==> src/rtl/mips_defs.sv <==
`default_nettype none
// ---------------------------------------------------------------------------
// mips_defs : opcode/funct constants, datapath select encodings, FSM states
// Rev 1.0
// ---------------------------------------------------------------------------
package mips_defs;

    localparam logic [5:0] OP_RTYPE = 6'h00;
    localparam logic [5:0] OP_J     = 6'h02;
    localparam logic [5:0] OP_JAL   = 6'h03;
    localparam logic [5:0] OP_BEQ   = 6'h04;
    localparam logic [5:0] OP_ORI   = 6'h0D;
    localparam logic [5:0] OP_LUI   = 6'h0F;
    localparam logic [5:0] OP_LW    = 6'h23;
    localparam logic [5:0] OP_SW    = 6'h2B;

    localparam logic [5:0] FN_NOP   = 6'h00;
    localparam logic [5:0] FN_JR    = 6'h08;
    localparam logic [5:0] FN_ADD   = 6'h20;
    localparam logic [5:0] FN_SUB   = 6'h22;

    localparam logic [1:0] NPC_PC4  = 2'b00;
    localparam logic [1:0] NPC_BR   = 2'b01;
    localparam logic [1:0] NPC_JUMP = 2'b10;
    localparam logic [1:0] NPC_JR   = 2'b11;

    localparam logic [1:0] WR_RT    = 2'b00;
    localparam logic [1:0] WR_RD    = 2'b01;
    localparam logic [1:0] WR_RA    = 2'b10;

    localparam logic [1:0] WD_ALU   = 2'b00;
    localparam logic [1:0] WD_MEM   = 2'b01;
    localparam logic [1:0] WD_PC4   = 2'b10;

    localparam logic [1:0] B_RT     = 2'b00;
    localparam logic [1:0] B_IMM    = 2'b01;

    localparam logic [2:0] ALU_ADD  = 3'b000;
    localparam logic [2:0] ALU_SUB  = 3'b001;
    localparam logic [2:0] ALU_OR   = 3'b011;
    localparam logic [2:0] ALU_LUI  = 3'b100;
    localparam logic [2:0] ALU_DEF  = 3'b101;

    typedef logic [2:0] state_t;
    localparam state_t ST_FETCH  = 3'd0;
    localparam state_t ST_DECODE = 3'd1;
    localparam state_t ST_EXE    = 3'd2;
    localparam state_t ST_MEM    = 3'd3;
    localparam state_t ST_WB     = 3'd4;

    typedef struct packed {
        logic add;
        logic sub;
        logic ori;
        logic lw;
        logic sw;
        logic lui;
        logic beq;
        logic j;
        logic jal;
        logic jr;
        logic nop;
    } instr_class_t;

endpackage
`default_nettype wire

==> src/rtl/mc_decode.sv <==
`default_nettype none
// ---------------------------------------------------------------------------
// mc_decode : Opcode/Funct to one-hot instruction class plus unknown flag
// Rev 1.0
// ---------------------------------------------------------------------------
module mc_decode
    import mips_defs::*;
(
    input  logic [5:0]   opcode,
    input  logic [5:0]   funct,
    output instr_class_t cls,
    output logic         unknown
);

    always_comb begin
        cls = '0;
        case (opcode)
            OP_RTYPE: begin
                case (funct)
                    FN_ADD:  cls.add = 1'b1;
                    FN_SUB:  cls.sub = 1'b1;
                    FN_JR:   cls.jr  = 1'b1;
                    FN_NOP:  cls.nop = 1'b1;
                    default: ;
                endcase
            end
            OP_ORI:  cls.ori = 1'b1;
            OP_LW:   cls.lw  = 1'b1;
            OP_SW:   cls.sw  = 1'b1;
            OP_LUI:  cls.lui = 1'b1;
            OP_BEQ:  cls.beq = 1'b1;
            OP_J:    cls.j   = 1'b1;
            OP_JAL:  cls.jal = 1'b1;
            default: ;
        endcase
    end

    assign unknown = ~|cls;

endmodule
`default_nettype wire

==> src/rtl/mc_control.sv <==
`default_nettype none
// ---------------------------------------------------------------------------
// mc_control : multi-cycle FETCH/DECODE/EXE/MEM/WB sequencer for MIPS-lite
// Rev 1.0
// ---------------------------------------------------------------------------
module mc_control
    import mips_defs::*;
(
    input  logic        clk,
    input  logic        reset,
    input  logic [5:0]  Opcode,
    input  logic [5:0]  Funct,
    input  logic        Zero,
    input  logic        im_ready,
    input  logic        dm_ready,
    output logic        im_req,
    output logic        dm_req,
    output logic        IRWr,
    output logic        PCWr,
    output logic [1:0]  NPCop,
    output logic [1:0]  WRsel,
    output logic [1:0]  WDsel,
    output logic        EXTop,
    output logic [1:0]  Bsel,
    output logic [2:0]  ALUop,
    output logic        RFWr,
    output logic        DMWr,
    output logic [31:0] instr_cnt
);

    state_t       state;
    state_t       next_state;
    instr_class_t cls;
    logic         unknown;
    logic [2:0]   life_alu;
    logic [1:0]   life_bsel;
    logic         life_ext;

    mc_decode u_decode (
        .opcode  (Opcode),
        .funct   (Funct),
        .cls     (cls),
        .unknown (unknown)
    );

    always_ff @(posedge clk or posedge reset) begin
        if (reset) begin
            state     <= ST_FETCH;
            instr_cnt <= 32'd0;
        end else begin
            state <= next_state;
            if (PCWr) begin
                instr_cnt <= instr_cnt + 32'd1;
            end
        end
    end

    // ALU/B/EXT selects are a pure function of the instruction, held from EXE to WB
    always_comb begin
        life_alu  = ALU_DEF;
        life_bsel = B_RT;
        if (cls.add || cls.lw || cls.sw) life_alu = ALU_ADD;
        if (cls.sub || cls.beq)          life_alu = ALU_SUB;
        if (cls.ori)                     life_alu = ALU_OR;
        if (cls.lui)                     life_alu = ALU_LUI;
        if (cls.ori || cls.lw || cls.sw || cls.lui) life_bsel = B_IMM;
        life_ext = cls.lw | cls.sw;
    end

    always_comb begin
        next_state = state;
        im_req     = 1'b0;
        dm_req     = 1'b0;
        IRWr       = 1'b0;
        PCWr       = 1'b0;
        NPCop      = NPC_PC4;
        WRsel      = WR_RT;
        WDsel      = WD_ALU;
        EXTop      = 1'b0;
        Bsel       = B_RT;
        ALUop      = ALU_DEF;
        RFWr       = 1'b0;
        DMWr       = 1'b0;

        if (state == ST_EXE || state == ST_MEM || state == ST_WB) begin
            ALUop = life_alu;
            Bsel  = life_bsel;
            EXTop = life_ext;
        end

        case (state)
            ST_FETCH: begin
                im_req = 1'b1;
                if (im_ready) begin
                    IRWr       = 1'b1;
                    next_state = ST_DECODE;
                end
            end
            ST_DECODE: begin
                next_state = ST_FETCH;
                if (cls.j) begin
                    PCWr  = 1'b1;
                    NPCop = NPC_JUMP;
                end else if (cls.jal) begin
                    PCWr  = 1'b1;
                    NPCop = NPC_JUMP;
                    RFWr  = 1'b1;
                    WRsel = WR_RA;
                    WDsel = WD_PC4;
                end else if (cls.jr) begin
                    PCWr  = 1'b1;
                    NPCop = NPC_JR;
                end else if (cls.nop || unknown) begin
                    PCWr  = 1'b1;
                end else begin
                    next_state = ST_EXE;
                end
            end
            ST_EXE: begin
                if (cls.beq) begin
                    PCWr       = 1'b1;
                    NPCop      = Zero ? NPC_BR : NPC_PC4;
                    next_state = ST_FETCH;
                end else if (cls.lw || cls.sw) begin
                    next_state = ST_MEM;
                end else begin
                    next_state = ST_WB;
                end
            end
            ST_MEM: begin
                dm_req = 1'b1;
                DMWr   = cls.sw;
                if (dm_ready) begin
                    if (cls.sw) begin
                        PCWr       = 1'b1;
                        next_state = ST_FETCH;
                    end else begin
                        next_state = ST_WB;
                    end
                end
            end
            ST_WB: begin
                RFWr       = 1'b1;
                PCWr       = 1'b1;
                WRsel      = (cls.add || cls.sub) ? WR_RD : WR_RT;
                WDsel      = cls.lw ? WD_MEM : WD_ALU;
                next_state = ST_FETCH;
            end
            default: next_state = ST_FETCH;
        endcase

        // Reset is asynchronous, so every request/strobe is forced low combinationally too
        if (reset) begin
            im_req = 1'b0;
            dm_req = 1'b0;
            IRWr   = 1'b0;
            PCWr   = 1'b0;
            RFWr   = 1'b0;
            DMWr   = 1'b0;
        end
    end

endmodule
`default_nettype wire

==> config.mk <==
export PLATFORM = sky130hd
export DESIGN_NAME = mc_control
export DESIGN_NICKNAME = d
export VERILOG_FILES = /design/src/rtl/mips_defs.sv /design/src/rtl/mc_decode.sv /design/src/rtl/mc_control.sv
export SDC_FILE = /design/constraint.sdc
export NUM_CORES = 1
export LEC_CHECK = 0
export ABC_CLOCK_PERIOD_IN_PS = 2900
export CAP_MARGIN = 20
export CORE_UTILIZATION = 40
export CTS_BUF_LIST = sky130_fd_sc_hd__clkbuf_8
export DETAILED_ROUTE_END_ITERATION = 7
export GPL_TIMING_DRIVEN = 0
export PLACE_DENSITY = 0.68
export SLEW_MARGIN = 20
export SYNTH_ARGS = -nofsm -noshare
export SYNTH_HDL_FRONTEND = slang
export SYNTH_SLANG_ARGS = --single-unit
==> constraint.sdc <==
create_clock -name clk -period 2.9 [get_ports clk]
set_input_delay 0.58 -clock clk [delete_from_list [all_inputs] [get_ports clk]]
set_output_delay 0.58 -clock clk [all_outputs]
set_load 0.005 [all_outputs]
* After elaboration in Yosys (flattened, before gate mapping)
Index checks and enable logic that the tools add are counted.
** Storage, ports and cells
- Bits in writable memories :: 0
- Output and inout port bits :: 50
- Bits in read-only memories :: 0
- Bits in latches :: 0
- Word-level logic and storage cells :: 102
- Memories kept :: 0
- Register bits after elaboration :: 35
- Bits of input ports :: 17
** Cells by class
- Reductions and logical operators :: 17
- Div/mod/pow operators :: 0
- Shift operators :: 0
- Add/subtract/negate cells :: 1
- Multiplexer cells :: 65
- Order comparisons :: 0
- $mul :: 0
- Equality and inequality tests :: 16
- Bitwise logic cells :: 1
** Operators by type and width (count)
- 1-bit two-way mux :: 37
- 32-bit by 1-bit adder with 32-bit output, second input constant :: 1
- 3-bit two-way mux :: 10
- 6-bit equality test, second input constant :: 4
- 2-bit two-way mux :: 12
- 6-bit by 4-bit equality test with 1-bit output, second input constant :: 3
- 6-bit by 2-bit equality test with 1-bit output, second input constant :: 2
- 6-bit zero test :: 2
- 2-bit case mux with 2 select lines :: 3
- 3-bit case mux with 4 select lines :: 1
- 1-bit logical OR :: 11
- 11-bit OR reduction :: 1
- 3-bit by 2-bit equality test with 1-bit output, second input constant :: 2
- 6-bit by 3-bit equality test with 1-bit output, second input constant :: 1
- 2-bit != test, second input constant :: 2
- 1-bit case mux with 4 select lines :: 1
- 3-bit by 1-bit equality test with 1-bit output, second input constant :: 1
- 3-bit equality test, second input constant :: 1
- 3-bit zero test :: 1
- 1-bit case mux with 2 select lines :: 1
- 2-bit AND reduction :: 1
- 1-bit zero test :: 1
- 1-bit OR :: 1

* Logic depth before layout (Yosys ltp)
Gate-level depths: netlist (run 1).
- Word-level depth :: 12
- Depth in mapped cells :: 8
- Gate-level depth less buffers :: 7

* Cells and area by module
From an unflattened synthesis (run 1), not the netlist that was laid out.
** Second synthesis, totals
- Cells, all modules :: 225
- Area, all modules :: 2115.8 sq um
** Modules (own cells, without submodules)
- mc_control :: cells each 197, sequential area each 875.8 sq um, area an instance 1898.1 sq um, times used 1
- mc_decode :: cells each 28, sequential area each 0.0 sq um, area an instance 217.7 sq um, times used 1

* Least setup slack after synthesis (run 1)
No wires, ideal clock.
- Kind :: input-to-output
- From :: in reset
- To :: out DMWr
- Arrival :: 2.183 ns
- Buffers on the path :: 1
- Cell stages on the path :: 4
- Setup slack :: 0.137 ns
- Data required time :: 2.320 ns
- Cell sequence :: buf_1 > inv_1 > and3_1 > nor2b_1
** Between the ends
- Longest elaborated chain between the ends :: 1
** Ends and longest elaborated chain
- start, declared :: RTL line mc_control.sv:10 : input logic reset,
- 1-bit two-way mux :: RTL line mc_control.sv:153 : if (reset) begin
- end, declared :: RTL line mc_control.sv:27 : output logic DMWr,
Every way passes these cells.

* Final worst setup path (run 1)
- From :: in Funct[2]
- To :: out PCWr
** Between the ends
- Longest elaborated chain between the ends :: 12
- Elaborated cells on any way between the ends :: 19
- Those cells by class :: eq/ne (3); mux (12); reduce/logical (4)
** Ends and longest elaborated chain
- start, declared :: RTL line mc_control.sv:12 : input logic [5:0] Funct,
- 6-bit by 4-bit equality test with 1-bit output (tied with other cells) :: RTL line mc_decode.sv:19 : case (funct)
- 1-bit two-way mux :: RTL line mc_decode.sv:19
- 2-bit two-way mux :: RTL line mc_decode.sv:17 : case (opcode)
- 11-bit OR reduction :: RTL line mc_decode.sv:38 : assign unknown = ~|cls;
- 1-bit zero test :: RTL line mc_decode.sv:38
- 1-bit logical OR :: RTL line mc_control.sv:113 : end else if (cls.nop || unknown) begin
- 1-bit two-way mux :: RTL line mc_control.sv:113
- 1-bit two-way mux * :: RTL line mc_control.sv:110 : end else if (cls.jr) begin
- 1-bit two-way mux * :: RTL line mc_control.sv:104 : end else if (cls.jal) begin
- 1-bit two-way mux * :: RTL line mc_control.sv:101 : if (cls.j) begin
- 1-bit case mux with 4 select lines * :: RTL line mc_control.sv:91 : case (state)
- 1-bit two-way mux * :: RTL line mc_control.sv:153
- end, declared :: RTL line mc_control.sv:19 : output logic PCWr,
Every way passes the cells marked *; elsewhere a longest branch is shown, timed or not.

==> impl_metrics.json, run 1 <==
{
  "post_route_cells_drive_above_1_share_pct": 22.0,
  "dp_slack_ns": -0.677,
  "ys_warn_count": 0,
  "max_slew.worst_pin.slew_ns": 0.607,
  "grt_first_pass_wirelength_um": 9030,
  "path_cells": "clkdlybuf4s50_1 -> nor3_2 -> nand4_1 -> and3b_2 -> buf_4 -> a211oi_4 -> nor2_2 -> dlygate4sd2_1",
  "async_flop_share_pct": 100,
  "finalCriticalPeriod_ns": 2.96,
  "p_int_mw": 1.13,
  "final_area_um2": 3210,
  "period_share_pct": 102,
  "synth_seq_cells": 35,
  "synth-edff-count": 0,
  "synthToLayoutAreaGrowth_pct": 45.6,
  "ir_drop_uv": 488,
  "ant_nets": 0,
  "setup_violations": 1,
  "rsz0062_at_grt": "yes",
  "routed_via_density": 5.26,
  "ys_top_cells_by_area": "dfrtp_1, xor2_1, nor4_2, nand4_1, nand2_1",
  "worstSetupStartpointType": "input port",
  "setup.worst_path.start": "Funct[2]",
  "fmax_mhz": 337,
  "nNetsFinal": 322,
  "synth.most_common_cell": "dfrtp_1",
  "clkPwrFrac_pct": 18.8,
  "p_sw_share_pct": 37.1,
  "seqCellArea_um2": 876,
  "placed_cell_area_um2": 2960,
  "syn-cell-area_um2": 2200,
  "start_util_pct": 42.3,
  "path_class": "input port to output pin",
  "fillers": 460,
  "p_sw_uw": 664,
  "die_h_um": 76.2,
  "dpl.hpwl_um": 3750,
  "overflow": 0,
  "failed_checks": "setup timing",
  "power.density_nw_per_um2": 559,
  "crit_path_max_fanout": 3,
  "cts_inserted_buffers": 5,
  "drt-total-wl_um": 5470,
  "synth.top_cells.by_count": "dfrtp_1, xor2_1, nand2_1, nor2_1, nor4_2",
  "vias": 1974,
  "cp-end-kind": "output pin",
  "port_buffers": 65,
  "pwr-share-seq_pct": 38.5,
  "dieArea_um2": 5810,
  "crit_path_max_incr_delay_ns": 0.41,
  "critPathArrivalTime_ns": 2.38,
  "clkLatencyLatePin_ns": 0.28,
  "drc": 0,
  "gp_congestion": 0.761,
  "synth_ff_type": "dfrtp_1",
  "seq_area_frac_synth_pct": 39.8,
  "combPwrFrac_pct": 42.7,
  "final_util_pct": 61.6,
  "worst_hold_path_type": "input port to async pin",
  "cts-root-buf": "clkbuf_8",
  "synth_area_per_cell_um2": 10.0,
  "hold_buffers": 0,
  "num_io_pins": 67,
  "wl_per_cell_um": 14.6,
  "path_clk_slew_ns": 0.07,
  "drv_cap": 0,
  "first_global_vias": 1922,
  "post_synth_num_cell_types": 45,
  "grt_max_degree": 17,
  "worst_slack_ns": -0.0646,
  "slew_violations": 0,
  "firstDrtPassIters": 4,
  "core_region_area_um2": 5200,
  "slew-limit-headroom_pct": 59.5,
  "die_w_um": 76.2,
  "multi_input_area_um2": 1280,
  "status": "finished with violations",
  "clkSinkCount": 35,
  "groute.usage.overall_pct": 19.1,
  "finalClockSkew_ns": 0.00635,
  "tns_ns": -0.0646,
  "cts_tree": "done",
  "slowest_stage": "clkdlybuf4s50_1",
  "std_cell_rows": 26,
  "yosysTopAreaCellShare_pct": 39.8,
  "synth_largest_area_cell": "dfrtp_1",
  "worstPathRequired_ns": 2.32,
  "drt_iter0_markers": 108,
  "synth_fp_nets": 238,
  "leakage_nw": 1.29,
  "rr_startpoint": "instr_cnt[0]",
  "syn_inst": 220,
  "antenna_found_initial": 0,
  "hold_viol": 0,
  "h-tree-depth": 2,
  "antennaDiodeCount": 0,
  "cts.path.max_buffers": 2,
  "finalPower_mw": 1.79
}
[cells by family after synthesis]
kind of cell	share of synthesized area (%)
compound gates	5.97
fa+ha+maj	0.568
other cells	0.170
simple gates	35.9
mux	0.511
xor+xnor	12.3
buf+inv	4.83
flops	39.8
[per-layer routing]
metal,GRT usage (%),up-vias,share of wire [%]
li1,-,960,-
met1,25.0,969,46
met2,32.3,40,49
met3,3.59,5,3.9
met4,5.00,0,0.79
met5,0,-,0
[cell usage in the layout (no fill, tap or decap), drive strengths merged, types with 7 or more instances in the layout]
| cell | synthesis | final |
|---|---|---|
| buf | 9 | 21 |
| clkbuf | 4 | 12 |
| clkdlybuf4s50 | 0 | 54 |
| dfrtp | 35 | 35 |
| inv | 5 | 7 |
| nand2 | 16 | 16 |
| nand3 | 12 | 12 |
| nand4 | 11 | 11 |
| nor2 | 14 | 14 |
| nor3 | 11 | 11 |
| nor4 | 21 | 21 |
| xor2 | 28 | 28 |
[critical path, delay by kind of cell]
family | cells | cell delay, ns
buffers and inverters | 3 | 0.83
AND/OR/NAND/NOR | 4 | 0.75
AO/OA/AOI/OAI | 1 | 0.23
[power groups by stage]
stage          sequential, mW  clock, mW  combinational [mW]
2_1_floorplan           0.682          0               0.427
3_3_place_gp            0.696          0               0.716
3_5_place_dp            0.696          0               0.724
4_1_cts                 0.690      0.343               0.755
5_1_grt                 0.708      0.367               0.827
6_report                0.690      0.337               0.765
[cell type report]
class,count,share of cell area (%)
Buffer,12,2.89
Clock buffer,5,2.15
Clock inverter,3,0.390
Inverter,5,0.663
Multi-Input combinational cell,167,39.9
Sequential cell,35,27.3
Tap cell,70,2.73
Timing Repair Buffer,78,24.0
[path summary, 6_finish.rpt]
kind / slack, ns / endpoint / depth (start not counted)
min in group clk: 0.47 / instr_cnt[31] / 1
worst min register to register: 0.47 / instr_cnt[31] / 1
max in group asynchronous: 2.00 / state[2] / 5
worst max-delay path: -0.06 / PCWr / 8
worst max register to register: 0.59 / instr_cnt[26] / 8
worst min-delay path: 0.39 / instr_cnt[30] / 3
[registers in the layout, summed over array words and instances (netlist names)]
| register | count |
|---|---|
| state | 3 |
| instr_cnt | 32 |
[per-stage QoR]
step / cells / hold slack (ns)
after floorplan: 220 / 0.465
after global placement: 355 / 0.459
after detailed placement: 356 / 0.462
after CTS: 369 / 0.477
after global routing: 375 / 0.386
final: 375 / 0.388
[timing repair]
item                                    4_1_cts  5_1_grt
pin swaps                                     4        5
cloned                                        1        0
endpoints found under the setup margin       15        9
setup buffers                                 5        6
resized for setup                            24       15
No activity file was read; power rests on OpenSTA's default activity.
==> inputs of run 2 (changes only) <==
ABC_CLOCK_PERIOD_IN_PS = default   (was 2900)
==> results of run 2 <==
Same layout as run 1: the final DEF is identical, and so are final timing and power.
